===== config.mk =====
export PLATFORM = sky130hd
export DESIGN_NAME = penguin_lane_ctrl
export DESIGN_NICKNAME = d
export VERILOG_FILES = /design/src/rtl/penguin_lane_ctrl.sv
export SDC_FILE = /design/constraint.sdc
export NUM_CORES = 1
export LEC_CHECK = 0
export ABC_AREA = 1
export CAP_MARGIN = 20
export CORE_MARGIN = 1.5
export CORE_UTILIZATION = 45
export DETAILED_ROUTE_END_ITERATION = 10
export GPL_ROUTABILITY_DRIVEN = 1
export PLACE_DENSITY = 0.66
export SYNTH_ARGS = -nofsm -noshare
export SYNTH_HDL_FRONTEND = slang
export SYNTH_SLANG_ARGS = --single-unit

===== constraint.sdc =====
create_clock -name i_clk -period 2.7 [get_ports i_clk]
set_input_delay 0.54 -clock i_clk [delete_from_list [all_inputs] [get_ports i_clk]]
set_output_delay 0.54 -clock i_clk [all_outputs]
set_load 0.1 [all_outputs]

===== src/rtl/penguin_lane_ctrl.sv =====
// Penguin lane controller: debounces left/right buttons once per video frame
// and slides the penguin x position between three fixed lanes at a constant step.
module penguin_lane_ctrl #(
  parameter logic [15:0] LANE_LEFT_X  = 16'd276,
  parameter logic [15:0] LANE_MID_X   = 16'd576,
  parameter logic [15:0] LANE_RIGHT_X = 16'd876,
  parameter logic [15:0] STEP         = 16'd4,
  parameter int unsigned HOLD_FRAMES  = 2
) (
  input  logic        i_clk,
  input  logic        i_rst,
  input  logic        i_v_sync,
  input  logic        i_btn_left,
  input  logic        i_btn_right,
  input  logic        i_game_over,
  output logic [15:0] o_penguin_x,
  output logic [1:0]  o_lane,
  output logic        o_moving,
  output logic        o_at_lane
);

  localparam int unsigned XW = 16;
  localparam int unsigned CW = 4;
  localparam logic [CW-1:0] CNT_MAX  = 4'd15;
  localparam logic [CW-1:0] HOLD_CNT = CW'(HOLD_FRAMES);

  typedef enum logic [1:0] {
    IDLE   = 2'd0,
    MOVE_L = 2'd1,
    MOVE_R = 2'd2
  } state_t;

  state_t        state_q, state_d;
  logic [XW-1:0] x_q, x_d;
  logic [1:0]    lane_q, lane_d;
  logic [1:0]    target_q, target_d;
  logic          moving_q;
  logic          at_lane_q;
  logic          arrive;
  logic          v_sync_q;
  logic          tick;
  logic [CW-1:0] cnt_l_q, cnt_l_d, cnt_r_q, cnt_r_d;
  logic          press_l, press_r;
  logic [XW-1:0] tgt_x;

  function automatic logic [XW-1:0] lane_x(input logic [1:0] lane);
    case (lane)
      2'd0:    lane_x = LANE_LEFT_X;
      2'd1:    lane_x = LANE_MID_X;
      default: lane_x = LANE_RIGHT_X;
    endcase
  endfunction

  // One tick per rising v_sync edge, suppressed entirely while the game is frozen
  assign tick = i_v_sync & ~v_sync_q & ~i_game_over;

  // Saturating hold counters; a press fires only on the tick the count first reaches the hold length
  always_comb begin
    cnt_l_d = '0;
    cnt_r_d = '0;
    if (i_btn_left)  cnt_l_d = (cnt_l_q == CNT_MAX) ? CNT_MAX : cnt_l_q + 4'd1;
    if (i_btn_right) cnt_r_d = (cnt_r_q == CNT_MAX) ? CNT_MAX : cnt_r_q + 4'd1;
    press_l = tick & i_btn_left  & (cnt_l_d == HOLD_CNT) & (cnt_l_q != HOLD_CNT);
    press_r = tick & i_btn_right & (cnt_r_d == HOLD_CNT) & (cnt_r_q != HOLD_CNT);
  end

  assign tgt_x = lane_x(target_q);

  // Next-state: start a one-lane hop from IDLE, step toward the target while moving
  always_comb begin
    state_d  = state_q;
    x_d      = x_q;
    lane_d   = lane_q;
    target_d = target_q;
    arrive   = 1'b0;
    if (tick) begin
      case (state_q)
        IDLE: begin
          if (press_l && !press_r && lane_q != 2'd0) begin
            state_d  = MOVE_L;
            target_d = lane_q - 2'd1;
          end else if (press_r && !press_l && lane_q < 2'd2) begin
            state_d  = MOVE_R;
            target_d = lane_q + 2'd1;
          end
        end
        MOVE_L, MOVE_R: begin
          x_d = (state_q == MOVE_L) ? x_q - STEP : x_q + STEP;
          if (x_d == tgt_x) begin
            state_d = IDLE;
            lane_d  = target_q;
            arrive  = 1'b1;
          end
        end
        default: state_d = IDLE;
      endcase
    end
  end

  // State, position and output registers
  always_ff @(posedge i_clk) begin
    if (i_rst) begin
      state_q   <= IDLE;
      x_q       <= LANE_MID_X;
      lane_q    <= 2'd1;
      target_q  <= 2'd1;
      moving_q  <= 1'b0;
      at_lane_q <= 1'b0;
      v_sync_q  <= 1'b0;
      cnt_l_q   <= '0;
      cnt_r_q   <= '0;
    end else begin
      state_q   <= state_d;
      x_q       <= x_d;
      lane_q    <= lane_d;
      target_q  <= target_d;
      moving_q  <= (state_d != IDLE);
      at_lane_q <= arrive;
      v_sync_q  <= i_v_sync;
      if (tick) begin
        cnt_l_q <= cnt_l_d;
        cnt_r_q <= cnt_r_d;
      end
    end
  end

  assign o_penguin_x = x_q;
  assign o_lane      = lane_q;
  assign o_moving    = moving_q;
  assign o_at_lane   = at_lane_q;

endmodule

# After elaboration in Yosys (flattened, before gate mapping)
# Cells that the tools add are included.
# word_totals
ff_bits,33
output_inout_bits,20
# classes
addsub,6
order_cmp,1
n_eq_ne,10
mux,14
n_bitwise,12
reduce_logical,16
# op_table
operator,count
$pmux 10 s2,1
$add 16x3->16 const B,1
$eq 16x16->1,1
$mux 16,1
$mux 4,4
$sub 16x3->16 const B,1
$mux 2,6
$add 4x1->4 const B,2
$and 1x1->1,8
$eq 4x2->1 const B,2
$eq 4x4->1 const B,2
$ne 4x2->1 const B,2
$reduce_and 3->1,2
$reduce_bool 2->1,3
$eq 2x1->1 const B,2
$logic_and 1x1->1,4
$logic_not 2->1,2
$not 1->1,4
$pmux 2 s2,1
$reduce_or 3->1,1
$add 2x1->2 const B,1
$eq 2x2->1 const B,1
$logic_not 1->1,2
$lt 2x2->1 const B,1
4 further kinds,4

# Logic depth before layout (Yosys ltp)
# depth
depth_word,14
mapped_depth,26
depth_no_buf,25

# Worst setup path before layout
# No wires, ideal clock.
# synth_timing
path_kind,register -> register
start,"register x_q[3], in the netlist o_penguin_x[3]"
end,"register moving_q, in the netlist o_moving"
setup_time_ns,0.114
arrival_time_ns,2.679
path_slack_ns,-0.093
stages_incl_launch_ff,21
path_buffers,0
synth_period_minus_slack_ns,2.793
path_cell_list,dfxtp_1 > nor2_1 > nor2_2 > ha_1 > inv_1 > nand2_1 > nand3_2 > nand2_1 > nand2_1 > nand2_1 > nand2_1 > nand3_1 > nand2_1 > nor2_2 > nand3_1 > nand2_1 > nand2_1 > nand2_1 > nand2_1 > nand2_1 > nand2_1
# synth_between
elab_chain_cells,7
word_cells_on_any_way,8
# synth_rtl
item,line,source
start: declaration,34,"logic [XW-1:0] x_q, x_d;"
start signal: assignment,104,x_q <= LANE_MID_X;
start signal: assignment,114,x_q <= x_d;
$add 16x3->16 or $sub 16x3->16 (tied branches),88,x_d = (state_q == MOVE_L) ? x_q - STEP : x_q + STEP;
$mux 16 *,88,
$eq 16x16->1 *,89,if (x_d == tgt_x) begin
$mux 2 *,89,
$pmux 2 s2 *,77,case (state_q)
$mux 2 *,76,if (tick) begin
$reduce_bool 2->1 *,117,moving_q <= (state_d != IDLE);
end signal: assignment,117,
end: declaration,37,logic moving_q;
# Mark *: on every way between the ends. The rest lies on a longest branch, timed or not.
# A chain may end at the register's enable or synchronous reset.

# Worst setup path after layout
# layout_timing
start,register state_q[1]
end,"register moving_q, in the netlist o_moving"
# layout_between
elab_chain_cells,7
word_cells_on_any_way,12
# layout_rtl
item,line,source
start: declaration,33,"state_t state_q, state_d;"
start signal: assignment,113,state_q <= state_d;
$eq 2x1->1,"77, 88",
$mux 16,88,
$eq 16x16->1,89,
$mux 2,89,
$pmux 2 s2,77,
$mux 2 *,76,
$reduce_bool 2->1 *,117,
# Marked as above.

==> results.md <==
* Worst Setup Slack, final at 0.2097 ns
* CORE AREA at 0.005507 mm^2
* Htree depth at 2
* Antenna Nets Post-Route at 0
* Critical-path cell list: inv_2, ha_4, clkinvlp_4, buf_4, nand2_1, nand2_1, nor2_1, nand3_1, nand3_1, nand3_1, nand2_1, nand3_1, nor2_1, nand3_2, nand2_1, nand2_1, nand2_1, nand2_1, nand2_1, nand2_1
* Hold Fails Final Rpt at 0
* Die area at 0.006147 mm^2
* GRT overflow at 0
* HPWL Detailed at 5.270 mm
* Mapped Avg Cell Area at 5.842 um^2
* Hold Crit Depth at 2
* Pre-CTS worst setup slack at -0.01112 ns
* Netlist cell types at 34
* Static leakage at 1.595 nW
* Vias at 2810
* DR vias/cell at 5.147
* Latest clock arrival within the worst-skew pair at 0.29 ns
* Root buffer cell: clkbuf_8
* Asr flop ratio synth at 0%
* Reg2Reg Depth at 20
* Mapped Area at 0.002559 mm^2
* Main area contributors after synthesis: dfxtp_1, nand2_1, inv_1
* Clock skew at 0.007153 ns
* WS Path Type: register to register
* Final TNS setup at 0 ns
* FF-to-FF setup slack at 0.21 ns
* EDFF count, synth at 0
* Final Max Tran Viols at 0
* Peak VDD IR at 0.2233 mV
* CP bufs+invs at 3
* First-pass GRT wire length at 11.70 mm
* Synth area leader: dfxtp_1
* All-Layer GR Usage at 23.97%
* Hold Crit Start: cnt_l_q[2]$_SDFFE_PP0P_
* Initial DRC Count at 200
* Worst Hold Class: register to register
* Ys Warns at 0
* Worst-path clk slew at 0.07 ns
* CP dominant cell by count: nand2_1
* Seq/Total Area, Yosys at 24.25%
* Syn Inst Count at 438
* IO Pins at 26
* Vias in the first global route at 2577
* Routed len/inst at 12.55 um
* Run status: finished, final reports clean
* Crit end category: register
* CP max stage delay at 0.33 ns
* PortBufs at 23
* CP max-delay cell: dfxtp_2
* Worst R2R Start: state_q[1]$_SDFF_PP0_
* Max cap viols at 0
* Seq cells post-synth at 31
* Crit share post-route at 92.23%
* Count of final setup violators at 0
* WP data arrival at 2.67 ns
* Reg2reg end: o_moving$_SDFF_PP0_
* Utilization after layout at 56.17%
* Final Hold Slack at 0.5121 ns
* Post-route DRC at 0
* Layout cells sized above 1 at 18.99%
* CP Launch Type: register
* Slew @ Worst Pin at 0.6294 ns
* Die Ht at 78.41 um
* Synth-to-Final Area Change at 20.88%
* Max clock buf depth at 2
* Family with the most delay on the worst path: simple AND/OR/NAND/NOR gates
* Initial Util at 46.47%
* CTS Buf Count at 5
* Drt pass-1 iters at 4
* F_max at 401.6 MHz
* Hold EP: cnt_l_q[2]$_SDFFE_PP0P_
* Row cnt at 27
* Initial antenna violation count at 0
* Synth top cells by count: nand2_1, inv_1, nor2_1
* Cts hold-fix bufs at 0
* Slew HR at 57.99%
* P per Cell Area at 329.6 mW/mm^2
* Final WL at 6.851 mm
* Post-route minimum period at 2.490 ns
* Tot Pwr at 1.019 mW
* Post-synth top area share at 24.25%
* Die X at 78.41 um
* Crit path from: state_q[1]$_SDFF_PP0_
* TritonCTS clock tree: built
* Count leader, synth: nand2_1
* Antenna cells at 0
* Routability congestion estimate at 0.8954
* Critical path peak fanout at 7
* Clk sinks at 31
* Largest net degree at the start of global routing at 19
* Worst Path Required at 2.88 ns
* Nets at 488
* Post-synth top flop: dfxtp_1
## state kept, by name (all words and copies together) (netlist names)
signal       cells
state_q          2
cnt_r_q          4
cnt_l_q          4
v_sync_q         1
o_penguin_x     14
o_moving         1
o_lane           2
target_q         2
o_at_lane        1
## layout by cell type, fill, tap and decap left out, drive strengths merged
cell type	instances
buf	32
dfxtp	31
o21ai	16
nand4	5
a31oi	2
nor3	4
o31ai	1
xnor2	3
bufinv	1
clkdlybuf4s50	5
nand2	148
clkbuf	5
conb	2
a211oi	5
ha	9
nand3	42
clkinv	4
clkinvlp	1
a21oi	24
nand3b	1
inv	64
o21bai	1
nor2	56
o211ai	9
xor2	3
## logic make-up after synthesis
| family | Yosys count | synth area share, % |
|---|---|---|
| DFF | 31 | 24.25 |
| AOI/OAI and AO/OA | 58 | 13.01 |
| adders and majority gates | 9 | 4.401 |
| buffers and inverters | 77 | 12.13 |
| other | 1 | 0.1466 |
| xor gates and xnor gates | 6 | 2.641 |
| and+or+nand+nor | 256 | 43.42 |
## worst min-delay path, delay by kind of cell, from the launching register on
family                 cells  cell delay, ns
DFF                        1            0.33
buffers and inverters      1            0.07
AOI/OAI and AO/OA          1            0.06
## layout make-up
type	count	area [um^2]
Clock buffer	5	68.82
Sequential cell	31	624.3
Fill cell	586	2414
Inverter	67	255.2
Multi-Input combinational cell	331	1708
Tap cell	72	90.09
Timing Repair Buffer	37	302.8
Clock inverter	3	43.79
## layer usage
layer	vias up	part of all wire, %	GRT usage [%]
met5	-	0	0
met4	0	2.2	8.750
met3	16	5.6	5.116
met2	68	48	41.48
met1	1271	44	29.11
li1	1455	-	-
## per-stage QoR
step           instances  area (um^2)
3_5_place_dp         536         2883
2_1_floorplan        439         2564
4_1_cts              544         2998
5_1_grt              546         3093
6_report             546         3093
3_3_place_gp         536         2883
## how the worst max path moves through the flow
stage	slack (ns)	depth (start not counted)	end
floorplan	0.09	18	o_moving$_SDFF_PP0_
finish	0.21	20	o_moving$_SDFF_PP0_
global placement	0.01	23	o_moving$_SDFF_PP0_
detailed placement	-0.01	23	o_moving$_SDFF_PP0_
CTS	0.04	22	o_moving$_SDFF_PP0_
global route	-0.002	20	o_moving$_SDFF_PP0_
## report_power, final
group | switching (mW) | internal [mW] | leakage (nW) | total [mW]
sequential | 0.00851 | 0.465 | 0.253 | 0.474
combinational | 0.0479 | 0.0234 | 1.28 | 0.0713
clock | 0.199 | 0.275 | 0.0581 | 0.474
total | 0.256 | 0.764 | 1.60 | 1.02
## repair_timing
item	CTS	global route
pin swaps	0	10
gates resized for setup	1	29
setup buffers	0	2
hold endpoints to repair	0	0
setup endpoints to repair	1	6
Power figures use the tool's default switching activity.
